$ cat config.mk
export PLATFORM = sky130hd
export DESIGN_NAME = seven_seg_scan_decoder_flat
export DESIGN_NICKNAME = d
export VERILOG_FILES = /design/src/rtl/seven_seg_scan_decoder_pkg.sv /design/src/rtl/seven_seg_scan_decoder_if.sv /design/src/rtl/seven_seg_pattern_decode.sv /design/src/rtl/seven_seg_scan_decoder.sv /design/src/flat_wrapper.sv
export SDC_FILE = /design/constraint.sdc
export NUM_CORES = 1
export LEC_CHECK = 0
export ABC_AREA = 1
export BUFFER_PORTS_ARGS = -buffer_cell sky130_fd_sc_hd__buf_4
export CORE_AREA = 8 8 60 112
export CTS_CLUSTER_SIZE = 8
export DETAILED_ROUTE_END_ITERATION = 12
export DIE_AREA = 0 0 68 120
export SETUP_SLACK_MARGIN = 0.05
export SLEW_MARGIN = 5
export SYNTH_ARGS = -nofsm -noshare
export SYNTH_HDL_FRONTEND = slang
export SYNTH_SLANG_ARGS = --single-unit
$ cat constraint.sdc
create_clock -name clk -period 4.3 [get_ports clk]
set_input_delay 0.43 -clock clk [delete_from_list [all_inputs] [get_ports clk]]
set_output_delay 0.43 -clock clk [all_outputs]
set_load 0.02 [all_outputs]
$ cat src/rtl/seven_seg_scan_decoder_pkg.sv
// Shared constants and types for recovering BCD digits from a multiplexed
// seven-segment bus. Segment order is {a,b,c,d,e,f,g}, bit 6 = a, active-high.
package seven_seg_pkg;

   localparam logic [6:0] BLANK = 7'b0000000;
   localparam logic [6:0] ZERO  = 7'b1111110;
   localparam logic [6:0] ONE   = 7'b0110000;
   localparam logic [6:0] TWO   = 7'b1101101;
   localparam logic [6:0] THREE = 7'b1111001;
   localparam logic [6:0] FOUR  = 7'b0110011;
   localparam logic [6:0] FIVE  = 7'b1011011;
   localparam logic [6:0] SIX   = 7'b0011111;
   localparam logic [6:0] SEVEN = 7'b1110000;
   localparam logic [6:0] EIGHT = 7'b1111111;
   localparam logic [6:0] NINE  = 7'b1111011;

   localparam logic [3:0] SLOT_BLANK = 4'hF;
   localparam logic [3:0] SLOT_ERR   = 4'hE;

   // Per-dwell tracking: IDLE while the strobe is not one-hot, SETTLE while
   // counting identical samples, HELD once this dwell has been captured.
   typedef enum logic [1:0] {
      ST_IDLE   = 2'd0,
      ST_SETTLE = 2'd1,
      ST_HELD   = 2'd2
   } scan_state_e;

endpackage

$ cat src/rtl/seven_seg_scan_decoder_if.sv
// Display-bus bundle between a scanned seven-segment source and the decoder.
// Names carry the decoder's view: i_ are driven into it, o_ come out of it.
interface seven_seg_scan_decoder_if #(
   parameter int NUM_DIGITS = 4
);

   logic [6:0]              i_display;
   logic [NUM_DIGITS-1:0]   i_digit_sel;
   logic [4*NUM_DIGITS-1:0] o_bcd_out;
   logic [NUM_DIGITS-1:0]   o_blank_mask;
   logic                    o_error;
   logic                    o_frame_valid;

   modport master (
      output i_display,
      output i_digit_sel,
      input  o_bcd_out,
      input  o_blank_mask,
      input  o_error,
      input  o_frame_valid
   );

   modport slave (
      input  i_display,
      input  i_digit_sel,
      output o_bcd_out,
      output o_blank_mask,
      output o_error,
      output o_frame_valid
   );

endinterface

$ cat src/rtl/seven_seg_pattern_decode.sv
// Combinational inverse of the BCD-to-segment decoder: maps one 7-bit pattern
// to its digit, flagging blanks and anything outside the recognised set.
module seven_seg_pattern_decode
   import seven_seg_pkg::*;
(
   input  logic [6:0] i_pattern,
   output logic [3:0] o_bcd,
   output logic       o_valid,
   output logic       o_blank
);

   // Pattern lookup; unknown patterns report SLOT_ERR with neither flag set
   always_comb begin
      o_bcd   = SLOT_ERR;
      o_valid = 1'b0;
      o_blank = 1'b0;
      case (i_pattern)
         ZERO:    begin o_bcd = 4'd0; o_valid = 1'b1; end
         ONE:     begin o_bcd = 4'd1; o_valid = 1'b1; end
         TWO:     begin o_bcd = 4'd2; o_valid = 1'b1; end
         THREE:   begin o_bcd = 4'd3; o_valid = 1'b1; end
         FOUR:    begin o_bcd = 4'd4; o_valid = 1'b1; end
         FIVE:    begin o_bcd = 4'd5; o_valid = 1'b1; end
         SIX:     begin o_bcd = 4'd6; o_valid = 1'b1; end
         SEVEN:   begin o_bcd = 4'd7; o_valid = 1'b1; end
         EIGHT:   begin o_bcd = 4'd8; o_valid = 1'b1; end
         NINE:    begin o_bcd = 4'd9; o_valid = 1'b1; end
         BLANK:   begin o_bcd = SLOT_BLANK; o_blank = 1'b1; end
         default: begin o_bcd = SLOT_ERR; o_valid = 1'b0; o_blank = 1'b0; end
      endcase
   end

endmodule

$ cat src/rtl/seven_seg_scan_decoder.sv
// Watches a time-multiplexed seven-segment bus, filters each digit dwell for
// stability and rebuilds a frame of BCD digits with a one-cycle valid pulse.
module seven_seg_scan_decoder
   import seven_seg_pkg::*;
#(
   parameter int NUM_DIGITS = 4,
   parameter int STABLE_CNT = 3
)(
   input  logic                     clk,
   input  logic                     rst,
   seven_seg_scan_decoder_if.slave  bus
);

   localparam int              SAMPLE_W = NUM_DIGITS + 7;
   localparam int              CNT_W    = $clog2(STABLE_CNT);
   localparam logic [CNT_W-1:0] CNT_TOP = CNT_W'(STABLE_CNT - 1);

   logic [SAMPLE_W-1:0]     w_sample;
   logic [SAMPLE_W-1:0]     r_sample;
   logic [CNT_W-1:0]        r_cnt;
   logic [CNT_W-1:0]        w_cnt_nxt;
   scan_state_e             r_state;
   logic                    w_sel_onehot;
   logic                    w_same;
   logic                    w_capture;
   logic [NUM_DIGITS-1:0]   w_cap_sel;
   logic [NUM_DIGITS-1:0]   w_mask_nxt;
   logic                    w_frame_done;

   logic [3:0]              w_dec_bcd;
   logic                    w_dec_valid;
   logic                    w_dec_blank;
   logic                    w_dec_err;

   logic [4*NUM_DIGITS-1:0] r_bcd;
   logic [NUM_DIGITS-1:0]   r_blank;
   logic [NUM_DIGITS-1:0]   r_mask;
   logic                    r_err;
   logic                    r_fv;

   assign w_sample  = {bus.i_digit_sel, bus.i_display};
   assign w_cap_sel = r_sample[SAMPLE_W-1:7];

   // At a capture edge the incoming sample equals r_sample, so decoding the
   // registered copy keeps the input pins out of the decode path.
   seven_seg_pattern_decode u_decode (
      .i_pattern (r_sample[6:0]),
      .o_bcd     (w_dec_bcd),
      .o_valid   (w_dec_valid),
      .o_blank   (w_dec_blank)
   );

   assign w_dec_err    = !w_dec_valid && !w_dec_blank;
   assign w_mask_nxt   = r_mask | w_cap_sel;
   assign w_frame_done = w_capture && (&w_mask_nxt);

   // Stability count and the single capture strobe of each dwell
   always_comb begin
      w_sel_onehot = $onehot(bus.i_digit_sel);
      w_same       = (w_sample == r_sample);
      w_cnt_nxt    = '0;
      w_capture    = 1'b0;
      if (w_sel_onehot && w_same) begin
         if (r_cnt == CNT_TOP) begin
            w_cnt_nxt = CNT_TOP;
         end else begin
            w_cnt_nxt = r_cnt + CNT_W'(1);
         end
      end else begin
         w_cnt_nxt = '0;
      end
      if ((w_cnt_nxt == CNT_TOP) && (r_state != ST_HELD)) begin
         w_capture = 1'b1;
      end else begin
         w_capture = 1'b0;
      end
   end

   // Sample register, counter and per-dwell state machine
   always_ff @(posedge clk or posedge rst) begin
      if (rst) begin
         r_sample <= '0;
         r_cnt    <= '0;
         r_state  <= ST_IDLE;
      end else begin
         r_sample <= w_sample;
         r_cnt    <= w_cnt_nxt;
         case (r_state)
            ST_IDLE: begin
               if (w_sel_onehot) r_state <= ST_SETTLE;
               else              r_state <= ST_IDLE;
            end
            ST_SETTLE: begin
               if (!w_sel_onehot)  r_state <= ST_IDLE;
               else if (w_capture) r_state <= ST_HELD;
               else                r_state <= ST_SETTLE;
            end
            ST_HELD: begin
               if (!w_sel_onehot) r_state <= ST_IDLE;
               else if (!w_same)  r_state <= ST_SETTLE;
               else               r_state <= ST_HELD;
            end
            default: r_state <= ST_IDLE;
         endcase
      end
   end

   // Slot registers, frame bookkeeping and sticky error
   always_ff @(posedge clk or posedge rst) begin
      if (rst) begin
         r_bcd   <= {NUM_DIGITS{SLOT_BLANK}};
         r_blank <= '1;
         r_mask  <= '0;
         r_err   <= 1'b0;
         r_fv    <= 1'b0;
      end else begin
         r_fv <= w_frame_done;
         for (int k = 0; k < NUM_DIGITS; k++) begin
            if (w_capture && w_cap_sel[k]) begin
               r_bcd[4*k +: 4] <= w_dec_bcd;
               r_blank[k]      <= w_dec_blank;
            end
         end
         if (w_frame_done) begin
            // A completing capture starts a fresh frame; only its own error carries over.
            r_mask <= '0;
            r_err  <= w_dec_err;
         end else if (w_capture) begin
            r_mask <= w_mask_nxt;
            r_err  <= r_err | w_dec_err;
         end else begin
            r_mask <= r_mask;
            r_err  <= r_err;
         end
      end
   end

   assign bus.o_bcd_out     = r_bcd;
   assign bus.o_blank_mask  = r_blank;
   assign bus.o_error       = r_err;
   assign bus.o_frame_valid = r_fv;

endmodule

$ cat src/flat_wrapper.sv
// flat-port wrapper written by rule: the top's interface ports become plain ports
module seven_seg_scan_decoder_flat import seven_seg_pkg::*;
#(
   parameter int NUM_DIGITS = 4,
   parameter int STABLE_CNT = 3
)
  (clk, rst, bus_i_display, bus_i_digit_sel, bus_o_bcd_out, bus_o_blank_mask, bus_o_error, bus_o_frame_valid);
  seven_seg_scan_decoder_if #(.NUM_DIGITS(NUM_DIGITS)) bus_i ();
  input  logic clk;
  input  logic rst;
  input wire logic [$bits(bus_i.i_display)-1:0] bus_i_display;
  input wire logic [$bits(bus_i.i_digit_sel)-1:0] bus_i_digit_sel;
  output wire logic [$bits(bus_i.o_bcd_out)-1:0] bus_o_bcd_out;
  output wire logic [$bits(bus_i.o_blank_mask)-1:0] bus_o_blank_mask;
  output wire logic [$bits(bus_i.o_error)-1:0] bus_o_error;
  output wire logic [$bits(bus_i.o_frame_valid)-1:0] bus_o_frame_valid;
  assign bus_i.i_display = bus_i_display;
  assign bus_i.i_digit_sel = bus_i_digit_sel;
  assign bus_o_bcd_out = bus_i.o_bcd_out;
  assign bus_o_blank_mask = bus_i.o_blank_mask;
  assign bus_o_error = bus_i.o_error;
  assign bus_o_frame_valid = bus_i.o_frame_valid;
  seven_seg_scan_decoder #(.NUM_DIGITS(NUM_DIGITS), .STABLE_CNT(STABLE_CNT)) u_core (.clk(clk), .rst(rst), .bus(bus_i));
endmodule
==> metrics.yaml, run 1 <==
hpwl_after_dpl_mm: 3.53
layout_common_cells: "nand2_1, buf_4, inv_1"
timing.critical_path.arrival_ns: 2.48
n_antenna_cell: 0
intPower_uw: 584
gpl.final_weighted_congestion: 0.916
postCtsSetupRepairBufs: 0
finalSetupViolations: 0
drt_pass_1_iters: 4
worst_r2r_endpoint: "u_core.r_mask[2]"
grt_first_pass_wirelength_mm: 8.22
std_cell_rows: 38
ff2ff_setup_slack_ns: 2.46
yosysTopAreaCell: "dfrtp_1"
design.final.nets: 311
power.static_leakage_uw: 0.00131
detail_route.iter0.violations: 47
synth-seq-area-share_pct: 52.0
io_pins: 35
seq_area_sq_um: 1050
postSynthNetCount: 269
critPathSlowestCell: "fa_1"
final_ant_viol_nets: 0
power.density_nw_per_um2: 309
layoutNonFillerInstCount: 354
viasPerCell: 4.77
cts.clk_slew.worst_paths_ns: 0.08
switching_power_uw: 180
initial_core_util_pct: 38.0
multi_input_comb_area_sq_um: 843
synth-warning-count: 0
gr-usage-met1_pct: 15.5
flops_latches_synth: 41
yosysUniqueCellTypes: 24
slowest_delay_ns: 0.44
worst-setup-path-type: "in2reg"
fp.dieArea_sq_um: 8160
layout_commonest_cell: "nand2_1"
min-delay-path-class: "in2async"
grt_max_degree: 42
synthesized_area_sq_um: 2020
totalNegativeSetupSlack_ns: 0
seqPwrFrac_pct: 52.8
synthDominantCellAreaShare_pct: 26.0
min_period_over_period_pct: 52.3
placement.cell_area_sq_um: 2360
grt_most_used_layer: "met2"
gr-usage-met3_pct: 2.71
worstMarginPinSlew_ns: 0.580
drcViolationCount: 0
maxCapViolCount: 0
worst-endpoint-required_ns: 4.53
post_synth_inst_count: 251
post_route_standard_cell_area_excluding_fillers_sq_um: 2470
total_routing_usage_gr_pct: 12.9
met2_usage_pct: 20.7
timing.final.max_slew_violations: 0
h-tree-depth: 2
cts_sinks: 41
power_frac_clock_pct: 38.5
dieWidth_microns: 68
tritoncts: "done"
share_of_final_layout_standard_cells_stronger_than_drive_strength_1_pct: 25.9
outcome: "finished clean"
fp.dieH_microns: 120
worstSetupEndpointType: "flip-flop"
synth_top_cells_by_area: "dfrtp_1, dfstp_2, nand2_1, inv_1, nor2_1"
average_wire_per_cell_in_the_routed_design_microns: 13.0
crit_path_cell_trace: "buf_4, ha_1, ha_1, fa_1, nor2_1, nand2_1, inv_1, nand4_4, nor2_2, nand2_1, nand2_1"
design.core.area_sq_um: 5330
comb_power_share_pct: 8.7
clock_insertion_delay_worst_skew_ns: 0.29
critical-path-top-cell-by-count: "nand2_1"
syn_area_per_cell_sq_um: 8.06
worst_hold_slack_ns: 0.259
period_needed_ns: 2.25
placedCellCount: 346
switching_share_pct: 23.5
via_count_of_the_first_global_routing_pass: 1842
dr_vias: 1688
power.ir.vdd_worst_mv: 0.234
antenna_found_initial: 0
n_fill_cell: 540
totalWireLength_mm: 4.60
cts.hold.buffers_added: 0
regToRegStartpoint: "u_core.r_sample[9]"
clock_tree.root_cell: "clkbuf_8"
cp_max_fo: 8
final_hold_viol_count: 0
layout_setup_ws_ns: 2.05
worst_r2r_path_depth: 9
placement.setup.worst_slack_ns: 1.74
clockBufferDepth: 2
globalRoute.totalOverflow: 0
relSlewSlack_pct: 61.3
rsz0062_at_grt: "no"
numCtsBuffers: 5
synth_to_layout_area_growth_pct: 22.2
worst_clock_skew_ns: 0.00388
cp_launch_type: "primary input"
achievable-frequency_ghz: 0.445
cts.repair.resized: 0
placement.io_buffers: 34
[synth_stat cells]
cell / number
nand4_1: 7
xor2_1: 1
nor2_4: 1
nand4_4: 1
xnor2_1: 3
o2111ai_1: 1
nor3_1: 3
dfrtp_1: 21
nor4_1: 1
o21bai_1: 2
nand3_1: 9
nor2_2: 7
inv_2: 5
nand2_1: 104
inv_1: 29
dfstp_2: 20
fa_1: 1
ha_1: 4
a21oi_1: 7
or2_0: 1
nor2_1: 19
o21ai_0: 2
o21a_1: 1
nor3b_1: 1
[registers in the layout (all words and copies together) (netlist names)]
register and cells:
u_core.bus.o_bcd_out 16, u_core.bus.o_blank_mask 4, u_core.bus.o_error 1, u_core.bus.o_frame_valid 1, u_core.r_cnt 2, u_core.r_mask 4
u_core.r_sample 11, u_core.r_state 2
[power by group through the flow]
stage               Sequential [uW]  Combinational, uW  Clock (uW)
floorplan                       408               44.4           0
global placement                409               65.9           0
detailed placement              410               68.1           0
CTS                             403               68.4         310
global route                    405               78.3         320
finish                          403               66.8         294
[critical path, delay by kind of cell]
family / cells / cell delay, ns
fa+ha+maj: 3 / 0.93
buf+inv: 2 / 0.27
simple gates: 6 / 0.84
[logic make-up (layout without fill, tap and decap cells)]
group	after synthesis	in the layout	share of synthesized area, %
AND/OR/NAND/NOR	154	154	32.7
flip-flops	41	41	52.0
buffers and inverters	34	77	6.31
AO/OA/AOI/OAI	13	13	3.77
adder cells (fa/ha/maj)	5	5	3.47
XOR/XNOR	4	4	1.73
[layer usage]
layer	vias to the layer above	part of all wire, %
li1	858	-
met1	783	43
met2	41	52
met3	6	4.1
met4	0	1.3
met5	-	0
[stage by stage]
step	utilization, %	total power (uW)
after floorplan	-	452
after global placement	44.3	475
after detailed placement	44.3	478
after CTS	46.4	782
after global routing	46.4	803
final	46.4	764
[final cells by class]
type                            instances  share of cell area [%]
Tap cell                               60                    3.04
Clock buffer                            8                    4.51
Inverter                               34                    5.16
Timing Repair Buffer                   35                    10.6
Sequential cell                        41                    42.5
Multi-Input combinational cell        176                    34.1
[worst max path at each step]
stage / to / start / slack [ns] / depth (start not counted)
5_1_grt: u_core.r_mask[2] / bus_i_digit_sel[2] / 1.86 / 9
6_report: u_core.bus.o_bcd_out[10] / bus_i_digit_sel[2] / 2.05 / 11
2_1_floorplan: u_core.r_mask[0] / bus_i_digit_sel[2] / 2.11 / 9
3_5_place_dp: u_core.bus.o_bcd_out[10] / bus_i_digit_sel[2] / 1.74 / 11
3_3_place_gp: u_core.r_mask[2] / bus_i_digit_sel[2] / 1.78 / 9
4_1_cts: u_core.bus.o_bcd_out[10] / bus_i_digit_sel[2] / 2.05 / 11
Power figures use the tool's default switching activity.
==> run 2: changes to the inputs <==
==> constraint.sdc (replaced) <==
create_clock -name clk -period 1.88 [get_ports clk]
set_input_delay 0.188 -clock clk [delete_from_list [all_inputs] [get_ports clk]]
set_output_delay 0.188 -clock clk [all_outputs]
set_load 0.02 [all_outputs]
==> metrics.yaml, run 2 (synthesis results as in run 1) <==
outcome: "finished clean"
clockBufferDepth: 2
layoutNonFillerInstCount: 376
switching_share_pct: 24.9
grt_first_pass_wirelength_mm: 8.36
share_of_final_layout_standard_cells_stronger_than_drive_strength_1_pct: 36.4
post_route_standard_cell_area_excluding_fillers_sq_um: 2750
dr_vias: 1826
fp.dieH_microns: 120
crit_path_cell_trace: "buf_6, ha_4, ha_4, fa_1, nor2_2, nand2_2, buf_4, nor2_4, nand4_1, buf_6, nand2_1, nand2_2"
n_fill_cell: 520
clock_insertion_delay_worst_skew_ns: 0.29
final_hold_viol_count: 0
cp_max_fo: 6
intPower_uw: 1270
tritoncts: "done"
placement.cell_area_sq_um: 2520
design.core.area_sq_um: 5330
critPathSlowestCell: "fa_1"
globalRoute.totalOverflow: 0
h-tree-depth: 2
fp.dieArea_sq_um: 8160
seqPwrFrac_pct: 54.6
average_wire_per_cell_in_the_routed_design_microns: 13.4
antenna_found_initial: 0
cts.clk_slew.worst_paths_ns: 0.08
post-layout-total-power_uw: 1690
total_routing_usage_gr_pct: 13.0
comb_power_share_pct: 13.0
worst-setup-path-type: "in2reg"
power_frac_clock_pct: 32.4
via_count_of_the_first_global_routing_pass: 1851
cp_launch_type: "primary input"
worst-endpoint-required_ns: 2.10
slowest_delay_ns: 0.44
initial_core_util_pct: 38.0
n_antenna_cell: 0
placement.io_buffers: 34
grt_max_degree: 42
design.final.nets: 333
rsz0062_at_grt: "yes"
power.density_nw_per_um2: 614
worstMarginPinSlew_ns: 0.572
drt_pass_1_iters: 5
achievable-frequency_ghz: 0.566
cts.hold.buffers_added: 0
largest_register_ffs: 16
totalWireLength_mm: 5.03
gpl.final_weighted_congestion: 0.855
min-delay-path-class: "in2reg"
switching_power_uw: 421
worstSetupEndpointType: "flip-flop"
timing.critical_path.arrival_ns: 1.99
drcViolationCount: 0
layout_common_cells: "nand2_1, buf_4, inv_1"
layout_commonest_cell: "nand2_1"
numCtsBuffers: 5
power.ir.vdd_worst_mv: 0.560
worst_hold_path.num_cells: 1
detail_route.iter0.violations: 93
clock_tree.root_cell: "clkbuf_8"
io_pins: 35
timing.final.max_slew_violations: 0
maxCapViolCount: 0
std_cell_rows: 38
placement.setup.worst_slack_ns: -0.237
finalSetupViolations: 0
worst_clock_skew_ns: 0.0117
viasPerCell: 4.86
dieWidth_microns: 68
min_period_over_period_pct: 94.0
final_ant_viol_nets: 0
period_needed_ns: 1.77
layout_setup_ws_ns: 0.113
hpwl_after_dpl_mm: 3.70
worst_r2r_path_depth: 10
relSlewSlack_pct: 61.9
placedCellCount: 359
synth_to_layout_area_growth_pct: 35.9
cts_sinks: 41
power.static_leakage_uw: 0.00142
## run 2: cell types whose count changed in the layout (fill, tap and decap cells not counted), moves of 5 or more
cell	previous run	this run
nor2_2	7	2
nand2_2	0	8
nand2_1	104	96
buf_6	0	8
buf_4	35	49
nor2_4	1	8
## run 2: timing repair
action,CTS,global route
gates resized for setup,5,20
buffers inserted,1,8
endpoints found under the setup margin,2,27
pin swaps,10,15
cloned,0,0
## run 2: cell type report
| type | count | area (sq um) | area share [%] |
|---|---|---|---|
| Clock buffer | 8 | 80.1 | 2.91 |
| Tap cell | 60 | 75.1 | 2.73 |
| Inverter | 34 | 128 | 4.64 |
| Sequential cell | 41 | 1050 | 38.3 |
| Timing Repair Buffer | 57 | 458 | 16.7 |
| Multi-Input combinational cell | 176 | 956 | 34.8 |
## run 2: metal layers
layer | track usage, % | part of all wire, % | vias up
met2 | 21.2 | 51 | 60
met4 | 5.42 | 1.9 | 0
met1 | 14.9 | 40 | 847
met5 | 0 | 0 | -
met3 | 4.11 | 6.9 | 10
li1 | - | - | 909
## run 2: path summary, 6_finish.rpt
path / start / slack, ns / endpoint
worst max-delay path: bus_i_digit_sel[1] / 0.11 / u_core.bus.o_bcd_out[7]
worst max register to register: u_core.r_sample[4] / 0.14 / u_core.bus.o_bcd_out[10]
max in group asynchronous: rst / 1.48 / u_core.bus.o_bcd_out[7]
worst min register to register: u_core.bus.o_bcd_out[12] / 0.47 / u_core.bus.o_bcd_out[12]
min in group asynchronous: rst / 0.02 / u_core.r_cnt[1]
worst min-delay path: bus_i_display[1] / 0.01 / u_core.r_sample[1]
## run 2: critical path, delay by kind of cell
family | cells | cell delay (ns)
buf+inv | 3 | 0.40
fa+ha+maj | 3 | 0.82
simple gates | 6 | 0.56
## run 2: power groups by stage
stage / Sequential, uW / Clock, uW / Combinational (uW)
finish: 922 / 546 / 219
global route: 924 / 606 / 248
CTS: 922 / 567 / 203
detailed placement: 937 / 0 / 193
global placement: 936 / 0 / 190
floorplan: 932 / 0 / 117
## run 2: stage by stage
stage	setup TNS (ns)	hold slack (ns)	utilization, %
global placement	-4.74	0.314	47.4
global route	0	0.00142	51.6
floorplan	0	0.219	-
finish	0	0.0135	51.6
CTS	0	0.00988	49.3
detailed placement	-5.44	0.317	47.4
==> run 3: changes to the inputs <==
--- a/config.mk
+++ b/config.mk
@@ -5,12 +5,11 @@
 export SDC_FILE = /design/constraint.sdc
 export NUM_CORES = 1
 export LEC_CHECK = 0
-export ABC_AREA = 1
-export BUFFER_PORTS_ARGS = -buffer_cell sky130_fd_sc_hd__buf_4
-export CORE_AREA = 8 8 60 112
+export CORE_AREA = 8 8 59 110
 export CTS_CLUSTER_SIZE = 8
 export DETAILED_ROUTE_END_ITERATION = 12
-export DIE_AREA = 0 0 68 120
+export DIE_AREA = 0 0 67 118
+export DONT_BUFFER_PORTS = 1
 export SETUP_SLACK_MARGIN = 0.05
 export SLEW_MARGIN = 5
 export SYNTH_ARGS = -nofsm -noshare
==> metrics.yaml, run 3 <==
clockBufferDepth: 2
worst_hold_slack_ns: -0.0829
h-tree-depth: 2
postCtsSetupRepairBufs: 0
postSynth.asyncResetShare_pct: 100
cts_sinks: 41
dieWidth_microns: 67
final_ant_viol_nets: 0
totalNegativeSetupSlack_ns: -5.68
totalWireLength_mm: 4.48
fp.dieArea_sq_um: 7910
initial_core_util_pct: 38.1
post-layout-total-power_uw: 1860
tritoncts: "done"
worst-endpoint-required_ns: 2.10
fp.dieH_microns: 118
synth_enable_flop_cells: 0
worst_clock_skew_ns: 0.00775
synth-seq-area-share_pct: 54.1
std_cell_rows: 37
violations: "hold timing, setup timing"
gpl.final_weighted_congestion: 0.805
design.core.area_sq_um: 5090
hpwl_after_dpl_mm: 3.40
dr_vias: 1348
power.static_leakage_uw: 0.00105
cp_max_fo: 7
worst-setup-path-type: "in2reg"
min-delay-path-class: "in2reg"
io_pins: 35
worstSetupEndpointType: "flip-flop"
yosysUniqueCellTypes: 38
layout_setup_ws_ns: -0.237
share_of_final_layout_standard_cells_stronger_than_drive_strength_1_pct: 38.8
min_period_over_period_pct: 113
synth_top_cells_by_area: "dfrtp_1, dfstp_2, mux2_2, xnor2_1, a21oi_1"
maxCapViolCount: 0
globalRoute.totalOverflow: 0
viasPerCell: 5.48
met1_length_mm: 1.58
synthFlopType: "dfrtp_1"
largest_register_ffs: 16
clock_insertion_delay_worst_skew_ns: 0.30
average_wire_per_cell_in_the_routed_design_microns: 18.2
power.ir.vdd_worst_mv: 0.595
synthDominantCellAreaShare_pct: 27.1
post_synth_inst_count: 164
layout_commonest_cell: "dfrtp_1"
n_antenna_cell: 0
synth_to_layout_area_growth_pct: 25.4
rsz0062_at_grt: "yes"
numCtsBuffers: 5
cell_with_the_most_instances_after_synthesis: "dfrtp_1"
syn_area_per_cell_sq_um: 11.8
cts.hold.buffers_added: 11
total_routing_usage_gr_pct: 11.9
placement.setup.worst_slack_ns: -0.579
synth-warning-count: 0
outcome: "finished, violations left"
wl_met2_mm: 2.44
grt_max_degree: 42
top_layer_used: "met4"
antenna_found_initial: 0
relSlewSlack_pct: 66.0
cp_launch_type: "primary input"
utilization_pct: 47.8
detail_route.iter0.violations: 47
finalSetupViolations: 27
cts.clk_slew.worst_paths_ns: 0.08
flops_latches_synth: 41
via_count_of_the_first_global_routing_pass: 1484
wire_length_on_met3_microns: 308
drcViolationCount: 0
period_needed_ns: 2.12
power.density_nw_per_um2: 762
achievable-frequency_ghz: 0.472
timing.critical_path.arrival_ns: 2.34
ys_top_cells_by_count: "dfrtp_1, dfstp_2, mux2_2"
yosysTopAreaCell: "dfrtp_1"
placement.io_buffers: 0
clock_tree.root_cell: "clkbuf_8"
worstMarginPinSlew_ns: 0.510
layout_common_cells: "dfrtp_1, dfstp_2, mux2_2"
design.final.nets: 205
timing.final.max_slew_violations: 0
synthesized_area_sq_um: 1940
postSynthNetCount: 182
final_hold_viol_count: 1
drt_pass_1_iters: 4
grt_first_pass_wirelength_mm: 7.38
-- run 3: area by class of cell --
cell class	count	area [sq um]
sequential	41	1050
multi-input combinational	109	942
tap	58	72.6
inverter	5	18.8
timing repair buffer	25	223
fill	478	2660
clock buffer	7	119
clock inverter	1	8.76
-- run 3: final timing paths --
check / cells past startpoint / endpoint / slack, ns / from
max: 9 / u_core.bus.o_bcd_out[0] / -0.24 / bus_i_digit_sel[0]
min: 0 / u_core.r_sample[7] / -0.08 / bus_i_digit_sel[0]
max reg2reg: 6 / u_core.bus.o_bcd_out[0] / -0.02 / u_core.r_sample[3]
min reg2reg: 1 / u_core.r_state[0] / 0.50 / u_core.r_state[1]
max in group asynchronous: 3 / u_core.bus.o_bcd_out[3] / 1.05 / rst
min in group asynchronous: 3 / u_core.bus.o_frame_valid / 0.46 / rst
-- run 3: power by group --
part	leakage [uW]	total, uW	internal (uW)	switching, uW
combinational	0.000513	181	97.1	83.6
clock	0.0000651	751	428	323
sequential	0.000473	924	900	24.4
-- run 3: worst max-delay path: stages --
cell       delay [ns]
ha_4             0.23
ha_4             0.15
fa_1             0.43
or3b_4           0.39
nand4bb_4        0.22
nor4_4           0.16
buf_6            0.20
nand2_8          0.07
mux2_4           0.30
-- run 3: stage by stage --
stage	area (sq um)	hold slack, ns	std cells
global placement	2150	0.220	227
finish	2430	-0.0829	246
detailed placement	2150	0.220	227
CTS	2420	-0.0941	246
floorplan	2010	0.219	164
global route	2430	-0.101	246
-- run 3: cells by family after synthesis --
| kind of cell | share of synthesized area (%) |
|---|---|
| simple gates | 12.8 |
| flops | 54.1 |
| compound gates | 9.21 |
| mux | 12.1 |
| buf+inv | 2.77 |
| xor+xnor | 5.41 |
| fa+ha+maj | 3.61 |
-- run 3: timing repair --
action                     CTS  global route
setup endpoints to repair   27            27
resized for setup            6             3
pin swaps                    0             0
hold endpoints to repair    32             1
-- run 3: per-layer routing --
metal / global-route usage (%) / vias to the layer above
met4: 6.46 / 0
met2: 20.3 / 38
met5: 0 / -
met1: 12.0 / 674
li1: - / 624
met3: 3.91 / 12
